`config.mk`:
```
export PLATFORM = sky130hd
export DESIGN_NAME = alu_arbiter_flat
export DESIGN_NICKNAME = d
export VERILOG_FILES = /design/src/rtl/alu_arbiter_if.sv /design/src/rtl/alu_arbiter.sv /design/src/flat_wrapper.sv
export SDC_FILE = /design/constraint.sdc
export NUM_CORES = 1
export LEC_CHECK = 0
export CORE_UTILIZATION = 34
export DETAILED_ROUTE_END_ITERATION = 10
export PLACE_DENSITY = 0.77
export SLEW_MARGIN = 40
export SYNTH_ARGS = -nofsm -noshare
export SYNTH_HDL_FRONTEND = slang
export SYNTH_SLANG_ARGS = --single-unit
```
`constraint.sdc`:
```
create_clock -name clk -period 1.3 [get_ports clk]
set_input_delay 0.195 -clock clk [delete_from_list [all_inputs] [get_ports clk]]
set_output_delay 0.195 -clock clk [all_outputs]
set_load 0.005 [all_outputs]
```
`src/rtl/alu_arbiter_if.sv`:
```
// rtl/alu_arbiter_if.sv - request/response and ALU-side signal bundle for alu_arbiter
interface alu_arbiter_if #(
  parameter int DATA_WIDTH  = 32,
  parameter int SHAMT_WIDTH = 5
);
  logic                   req0_valid;
  logic                   req0_ready;
  logic [3:0]             req0_op;
  logic [DATA_WIDTH-1:0]  req0_a;
  logic [DATA_WIDTH-1:0]  req0_b;
  logic [SHAMT_WIDTH-1:0] req0_shamt;

  logic                   req1_valid;
  logic                   req1_ready;
  logic [3:0]             req1_op;
  logic [DATA_WIDTH-1:0]  req1_a;
  logic [DATA_WIDTH-1:0]  req1_b;
  logic [SHAMT_WIDTH-1:0] req1_shamt;

  logic                   rsp0_valid;
  logic                   rsp0_ready;
  logic [DATA_WIDTH-1:0]  rsp0_result;
  logic                   rsp0_zero;

  logic                   rsp1_valid;
  logic                   rsp1_ready;
  logic [DATA_WIDTH-1:0]  rsp1_result;
  logic                   rsp1_zero;

  logic [3:0]             alu_op;
  logic [DATA_WIDTH-1:0]  alu_a;
  logic [DATA_WIDTH-1:0]  alu_b;
  logic [SHAMT_WIDTH-1:0] alu_shamt;
  logic [DATA_WIDTH-1:0]  alu_result;
  logic                   alu_zero;

  // Requester side plus the ALU result path.
  modport master (
    output req0_valid, req0_op, req0_a, req0_b, req0_shamt,
    output req1_valid, req1_op, req1_a, req1_b, req1_shamt,
    output rsp0_ready, rsp1_ready,
    input  req0_ready, req1_ready,
    input  rsp0_valid, rsp0_result, rsp0_zero,
    input  rsp1_valid, rsp1_result, rsp1_zero,
    input  alu_op, alu_a, alu_b, alu_shamt,
    output alu_result, alu_zero
  );

  modport slave (
    input  req0_valid, req0_op, req0_a, req0_b, req0_shamt,
    input  req1_valid, req1_op, req1_a, req1_b, req1_shamt,
    input  rsp0_ready, rsp1_ready,
    output req0_ready, req1_ready,
    output rsp0_valid, rsp0_result, rsp0_zero,
    output rsp1_valid, rsp1_result, rsp1_zero,
    output alu_op, alu_a, alu_b, alu_shamt,
    input  alu_result, alu_zero
  );

  modport alu (
    input  alu_op, alu_a, alu_b, alu_shamt,
    output alu_result, alu_zero
  );
endinterface

```
`src/rtl/alu_arbiter.sv`:
```
// rtl/alu_arbiter.sv - two-port round-robin arbiter sequencing one shared ALU
module alu_arbiter #(
  parameter int DATA_WIDTH  = 32,
  parameter int SHAMT_WIDTH = 5
) (
  input  logic         clk,
  input  logic         reset,
  alu_arbiter_if.slave bus,
  output logic         busy,
  output logic         grant_id
);
  typedef enum logic [1:0] {IDLE, EXEC, RESP} state_t;

  state_t                state, state_nxt;
  logic                  last_grant;
  logic                  winner;
  logic                  accept;
  logic                  rsp_hs;
  logic [DATA_WIDTH-1:0] rsp_result;
  logic                  rsp_zero;

  always_ff @(posedge clk or negedge reset) begin
    if (!reset) begin
      state <= IDLE;
    end else begin
      state <= state_nxt;
    end
  end

  // Ready is gated by reset so nothing is offered while reset is held low.
  always_comb begin
    state_nxt      = state;
    winner         = (bus.req0_valid && bus.req1_valid) ? ~last_grant : bus.req1_valid;
    accept         = reset && (state == IDLE) && (bus.req0_valid || bus.req1_valid);
    bus.req0_ready = accept && !winner;
    bus.req1_ready = accept && winner;
    bus.rsp0_valid = (state == RESP) && !grant_id;
    bus.rsp1_valid = (state == RESP) && grant_id;
    rsp_hs         = (bus.rsp0_valid && bus.rsp0_ready) || (bus.rsp1_valid && bus.rsp1_ready);
    busy           = (state != IDLE);
    case (state)
      IDLE:    if (accept) state_nxt = EXEC;
      EXEC:    state_nxt = RESP;
      RESP:    if (rsp_hs) state_nxt = IDLE;
      default: state_nxt = IDLE;
    endcase
  end

  always_ff @(posedge clk or negedge reset) begin
    if (!reset) begin
      last_grant    <= 1'b1;
      grant_id      <= 1'b0;
      bus.alu_op    <= '0;
      bus.alu_a     <= '0;
      bus.alu_b     <= '0;
      bus.alu_shamt <= '0;
      rsp_result    <= '0;
      rsp_zero      <= 1'b0;
    end else begin
      if (accept) begin
        last_grant    <= winner;
        grant_id      <= winner;
        bus.alu_op    <= winner ? bus.req1_op    : bus.req0_op;
        bus.alu_a     <= winner ? bus.req1_a     : bus.req0_a;
        bus.alu_b     <= winner ? bus.req1_b     : bus.req0_b;
        bus.alu_shamt <= winner ? bus.req1_shamt : bus.req0_shamt;
      end
      // The ALU settles during EXEC from the registered operands.
      if (state == EXEC) begin
        rsp_result <= bus.alu_result;
        rsp_zero   <= bus.alu_zero;
      end
    end
  end

  assign bus.rsp0_result = rsp_result;
  assign bus.rsp0_zero   = rsp_zero;
  assign bus.rsp1_result = rsp_result;
  assign bus.rsp1_zero   = rsp_zero;
endmodule

```
`src/flat_wrapper.sv`:
```
// flat-port wrapper written by rule: the top's interface ports become plain ports
module alu_arbiter_flat 
#(
  parameter int DATA_WIDTH  = 32,
  parameter int SHAMT_WIDTH = 5
)
  (clk, reset, busy, grant_id, bus_req0_valid, bus_req0_op, bus_req0_a, bus_req0_b, bus_req0_shamt, bus_req1_valid, bus_req1_op, bus_req1_a, bus_req1_b, bus_req1_shamt, bus_rsp0_ready, bus_rsp1_ready, bus_req0_ready, bus_req1_ready, bus_rsp0_valid, bus_rsp0_result, bus_rsp0_zero, bus_rsp1_valid, bus_rsp1_result, bus_rsp1_zero, bus_alu_op, bus_alu_a, bus_alu_b, bus_alu_shamt, bus_alu_result, bus_alu_zero);
  alu_arbiter_if #(.DATA_WIDTH(DATA_WIDTH), .SHAMT_WIDTH(SHAMT_WIDTH)) bus_i ();
  input  logic clk;
  input  logic reset;
  output logic busy;
  output logic grant_id;
  input wire logic [$bits(bus_i.req0_valid)-1:0] bus_req0_valid;
  input wire logic [$bits(bus_i.req0_op)-1:0] bus_req0_op;
  input wire logic [$bits(bus_i.req0_a)-1:0] bus_req0_a;
  input wire logic [$bits(bus_i.req0_b)-1:0] bus_req0_b;
  input wire logic [$bits(bus_i.req0_shamt)-1:0] bus_req0_shamt;
  input wire logic [$bits(bus_i.req1_valid)-1:0] bus_req1_valid;
  input wire logic [$bits(bus_i.req1_op)-1:0] bus_req1_op;
  input wire logic [$bits(bus_i.req1_a)-1:0] bus_req1_a;
  input wire logic [$bits(bus_i.req1_b)-1:0] bus_req1_b;
  input wire logic [$bits(bus_i.req1_shamt)-1:0] bus_req1_shamt;
  input wire logic [$bits(bus_i.rsp0_ready)-1:0] bus_rsp0_ready;
  input wire logic [$bits(bus_i.rsp1_ready)-1:0] bus_rsp1_ready;
  output wire logic [$bits(bus_i.req0_ready)-1:0] bus_req0_ready;
  output wire logic [$bits(bus_i.req1_ready)-1:0] bus_req1_ready;
  output wire logic [$bits(bus_i.rsp0_valid)-1:0] bus_rsp0_valid;
  output wire logic [$bits(bus_i.rsp0_result)-1:0] bus_rsp0_result;
  output wire logic [$bits(bus_i.rsp0_zero)-1:0] bus_rsp0_zero;
  output wire logic [$bits(bus_i.rsp1_valid)-1:0] bus_rsp1_valid;
  output wire logic [$bits(bus_i.rsp1_result)-1:0] bus_rsp1_result;
  output wire logic [$bits(bus_i.rsp1_zero)-1:0] bus_rsp1_zero;
  output wire logic [$bits(bus_i.alu_op)-1:0] bus_alu_op;
  output wire logic [$bits(bus_i.alu_a)-1:0] bus_alu_a;
  output wire logic [$bits(bus_i.alu_b)-1:0] bus_alu_b;
  output wire logic [$bits(bus_i.alu_shamt)-1:0] bus_alu_shamt;
  input wire logic [$bits(bus_i.alu_result)-1:0] bus_alu_result;
  input wire logic [$bits(bus_i.alu_zero)-1:0] bus_alu_zero;
  assign bus_i.req0_valid = bus_req0_valid;
  assign bus_i.req0_op = bus_req0_op;
  assign bus_i.req0_a = bus_req0_a;
  assign bus_i.req0_b = bus_req0_b;
  assign bus_i.req0_shamt = bus_req0_shamt;
  assign bus_i.req1_valid = bus_req1_valid;
  assign bus_i.req1_op = bus_req1_op;
  assign bus_i.req1_a = bus_req1_a;
  assign bus_i.req1_b = bus_req1_b;
  assign bus_i.req1_shamt = bus_req1_shamt;
  assign bus_i.rsp0_ready = bus_rsp0_ready;
  assign bus_i.rsp1_ready = bus_rsp1_ready;
  assign bus_req0_ready = bus_i.req0_ready;
  assign bus_req1_ready = bus_i.req1_ready;
  assign bus_rsp0_valid = bus_i.rsp0_valid;
  assign bus_rsp0_result = bus_i.rsp0_result;
  assign bus_rsp0_zero = bus_i.rsp0_zero;
  assign bus_rsp1_valid = bus_i.rsp1_valid;
  assign bus_rsp1_result = bus_i.rsp1_result;
  assign bus_rsp1_zero = bus_i.rsp1_zero;
  assign bus_alu_op = bus_i.alu_op;
  assign bus_alu_a = bus_i.alu_a;
  assign bus_alu_b = bus_i.alu_b;
  assign bus_alu_shamt = bus_i.alu_shamt;
  assign bus_i.alu_result = bus_alu_result;
  assign bus_i.alu_zero = bus_alu_zero;
  alu_arbiter #(.DATA_WIDTH(DATA_WIDTH), .SHAMT_WIDTH(SHAMT_WIDTH)) u_core (.clk(clk), .reset(reset), .bus(bus_i), .busy(busy), .grant_id(grant_id));
endmodule
```
; Word-level counts from Yosys, hierarchy flattened
; Index checks and enable logic that the tools add are counted.
[totals]
inputBits = 185
elab_cells = 38
reg_bits = 110
[classes]
muxes = 8
n_bitwise = 1
n_reduce_logical = 16
eq_ne = 4
[ops]
columns = operator, count
row1 = $mux 32, 2
row2 = $logic_and 1x1->1, 9
row3 = $pmux 2 s3, 1
row4 = $mux 5, 1
row5 = $mux 2, 2
row6 = $mux 4, 1
row7 = $ne 2x1->1 const B, 2
row8 = $eq 2x1->1 const B, 1
row9 = $eq 2x2->1 const B, 1
row10 = $logic_not 1->1, 2
row11 = $logic_not 2->1, 1
row12 = $logic_or 1x1->1, 2
row13 = $reduce_and 2->1, 1
row14 = $reduce_bool 2->1, 1
row15 = $mux 1, 1
row16 = $not 1->1, 1

; Depth between registers and ports, before layout
[depth]
word_depth = 6
mapped_depth = 5

; Least setup slack after synthesis
; No wires, ideal clock.
[synth_path]
path_type = reg-to-reg
from = reg u_core.last_grant
to = reg u_core.bus.alu_a[0]
stages_incl_launch_ff = 6
arrival_ns = 1.369
slack_ns = -0.195
period_less_slack_ns = 1.495
required_time_ns = 1.174
setup_ns = 0.126
path_cell_list = dfstp_2 nand2_1 and3_1 buf_2 buf_2 a221o_1
[synth_between]
elab_chain_cells = 3
[synth_lines]
columns = element, line
row1 = start: declaration, alu_arbiter.sv:15  ; logic last_grant;
row2 = start signal: assignment, alu_arbiter.sv:61  ; last_grant <= winner;
row3 = $not 1->1, alu_arbiter.sv:33  ; winner = (bus.req0_valid && bus.req1_valid) ? ~last_grant : bus.req1_valid;
row4 = $mux 1, alu_arbiter.sv:33
row5 = $mux 32, alu_arbiter.sv:64  ; bus.alu_a <= winner ? bus.req1_a : bus.req0_a;
row6 = end signal: assignment, alu_arbiter.sv:64
row7 = end: declaration, alu_arbiter_if.sv:56  ; output alu_op, alu_a, alu_b, alu_shamt,
; No other way between the ends.
; A chain may end at the register's enable or synchronous reset.

; Worst setup path after layout
[layout_path]
from = reg u_core.state[1]
to = out bus_req0_ready
[layout_between]
elab_chain_cells = 4
[layout_lines]
columns = element, line
row1 = start: declaration, alu_arbiter.sv:14  ; state_t state, state_nxt;
row2 = start signal: assignment, alu_arbiter.sv:26  ; state <= state_nxt;
row3 = $logic_not 2->1, alu_arbiter.sv:34  ; accept = reset && (state == IDLE) && (bus.req0_valid || bus.req1_valid);
row4 = $logic_and 1x1->1 (2 in series), alu_arbiter.sv:34
row5 = $logic_and 1x1->1, alu_arbiter.sv:35  ; bus.req0_ready = accept && !winner;
row6 = end: declaration, flat_wrapper.sv:25  ; output wire logic [$bits(bus_i.req0_ready)-1:0] bus_req0_ready;
; No other way between the ends.

==> metrics.cfg <==
[power]
leakagePower_nw=4.19
power.density_nw_per_um2=1950
peakVddDrop_v=0.00100

[run]
cap_violations=0

[worst_setup_path]
rrSetupSlack_ns=-0.36
rr_worst_depth=6
start_kind=flop
required_ns=1.11
end_kind=output pin
crit_path_max_fanout=2
cp.arrival_ns=1.49
path_class=reg -> out

[yosys]
syn-num-nets=643
syn_inst=458
synth_area_leaders=dfrtp_1 50%, a221o_1 14%, nor3_2 11%
ys_ff_latch=110
syn_avg_cell_area_um2=11.8
yosys.area.top_type_share_pct=50.4
synth_area_um2=5410
yosys.area.top_type=dfrtp_1
synth_cell_types=23
ys_seq_area_share_pct=50.9
yosys_warnings=0

[floorplanning]
start_util_pct=35.2
die_x_um=128
die_h_um=128
ios=330
core-area_um2=15400
dieArea_um2=16400
rows=45

[timing]
relSlewSlack_pct=59.9
clock_skew_ns=0.00695
drv_slew=0
fin_ws_ns=-0.380
tightest_slew_ns=0.601
finalSetupViolations=114
final-hold-violation-count=0
fin_crit_sh_pct=129
fmax_mhz=595
finalCriticalPeriod_ns=1.68
rsz0062_at_grt=true

[clock_network]
htree_levels=3
cts_sinks=110
cts_root_buf=clkbuf_16
clk_latency_ns=0.34
clk_path_buf_depth=2
numCtsBuffers=9
clk_pin_slew_ns=0.08
cts_tree=yes

[placement]
dp_hpwl_um=12800
gp_congestion=0.772
dpl_cell_area_um2=8730
port_buffers=329
dpl.cell_count=943
pre_cts_ws_ns=-0.501

[global_routing]
grt_overflow_total=0
antenna_found_initial=0
first_global_vias=5309
grt_max_degree=111
grt_pass1_wl_um=28700
track_usage_pct=22.8

[drt]
routed_wl_um=19200
drt-initial-drc-count=329
wl_per_cell_um=19.1
vias=5120
drcViolationCount=0
antenna_left=0
viasPerCell=5.09
dr.pass1.iters=4

[min_path]
hp-class=in -> async

[layout]
syn_to_final_growth_pct=73.1
multi_input_area_um2=2240
final-seq-area_um2=2750
final_cell_area_um2=9370
drive_gt1_share_pct=26.9
diodes=0
n_fill_cell=1255
fin_nets=975
instances_no_fill=1006

[outcome]
violations=negative setup slack
outcome=complete, but fails checks

-- worst max-delay path: stages (launching register included) --
cell and delay, ns:
dfrtp_1 0.39, or3b_4 0.41, nor3b_4 0.19, buf_2 0.15
-- stage by stage --
step | power, W | hold slack (ns) | setup TNS [ns] | util [%]
after floorplan | 0.0102 | -0.101 | -8.65 | -
after global placement | 0.0153 | 0.453 | -31.40 | 56.8
after detailed placement | 0.0155 | 0.461 | -34.60 | 56.8
after CTS | 0.0181 | 0.0898 | -25.44 | 60.5
after global routing | 0.0192 | 0.115 | -34.72 | 60.9
final | 0.0182 | 0.0494 | -27.76 | 60.9
-- layout by cell type, fill, tap and decap left out --
cell type        count
a21oi_1              1
a21oi_2              1
a221o_1             73
and3_4               1
buf_12               6
buf_16               2
buf_2                5
buf_4               53
buf_6                6
buf_8                2
bufinv_16            1
clkbuf_1             1
clkbuf_16           12
clkbuf_2            10
clkbuf_8             2
clkdlybuf4s15_1     12
clkdlybuf4s50_1    182
clkinv_2             1
dfrtp_1            109
dfstp_2              1
dlygate4sd2_1      117
inv_1                3
inv_6                2
mux2_2              34
nand2_1             74
nand2b_4             2
nor2_2               1
nor2_4               1
nor2b_4              1
nor3_1               8
nor3_2              65
nor3b_4              2
o21ai_0              1
o21ai_4              1
or2_2                1
or3b_4               1
-- state kept, by name (all words and copies together) (netlist names) --
name	count
u_core.last_grant	1
u_core.bus.rsp0_zero	1
u_core.grant_id	1
u_core.bus.alu_shamt	5
u_core.bus.rsp0_result	32
u_core.bus.alu_a	32
u_core.state	2
u_core.bus.alu_b	32
u_core.bus.alu_op	4
-- kinds of logic (layout without fill, tap and decap cells) --
group                  Yosys count  count (layout)  synth area share, %
multiplexers                    34              34                 7.08
buffers and inverters           80             417                 9.36
flip-flops                     110             110                 50.9
AND/OR/NAND/NOR                157             157                 18.8
AO/OA/AOI/OAI                   77              77                 13.9
-- report_power, final --
group | internal (W) | switching, W
clock network | 0.00162 | 0.00130
registers | 0.00509 | 0.000990
logic | 0.00551 | 0.00374
-- cells in the mapped netlist, drive strengths merged --
cell type	n
o21ai	2
a21oi	2
or2	1
nand2	74
mux2	34
a221o	73
nor3b	2
clkbuf	13
inv	3
nor2b	1
or3b	1
dfrtp	109
nor2	2
buf	64
dfstp	1
nand2b	2
nor3	73
and3	1
-- worst paths after layout --
path | start | end
max | u_core.state[1] | bus_req0_ready
min | reset | u_core.bus.rsp0_result[28]
max reg2reg | u_core.state[1] | u_core.bus.alu_a[4]
min reg2reg | u_core.last_grant | u_core.last_grant
max in group asynchronous | reset | u_core.bus.alu_b[17]
min in group clk | bus_req0_valid | u_core.last_grant
-- repair_timing --
| action | CTS | global route |
|---|---|---|
| pin swaps | 3 | 1 |
| setup buffers | 41 | 1 |
| gates resized for setup | 198 | 22 |
| hold buffers | 0 | 0 |
| setup endpoints to repair | 253 | 129 |
| gates cloned | 2 | 3 |
-- area by class of cell --
type | count | share of cell area [%]
Clock buffer | 12 | 2.74
Clock inverter | 4 | 0.561
Inverter | 3 | 0.120
Multi-Input combinational cell | 268 | 23.9
Sequential cell | 110 | 29.4
Tap cell | 211 | 2.82
Timing Repair Buffer | 398 | 40.4
-- layer usage --
layer	track usage [%]	wire length, µm	vias to the layer above
met2	40.6	10000	249
met3	6.59	1520	46
met4	9.55	612	0
met5	0	0	-
met1	25.3	7050	2514
li1	-	-	2311
Note: power is estimated with default switching activity, not from simulation.
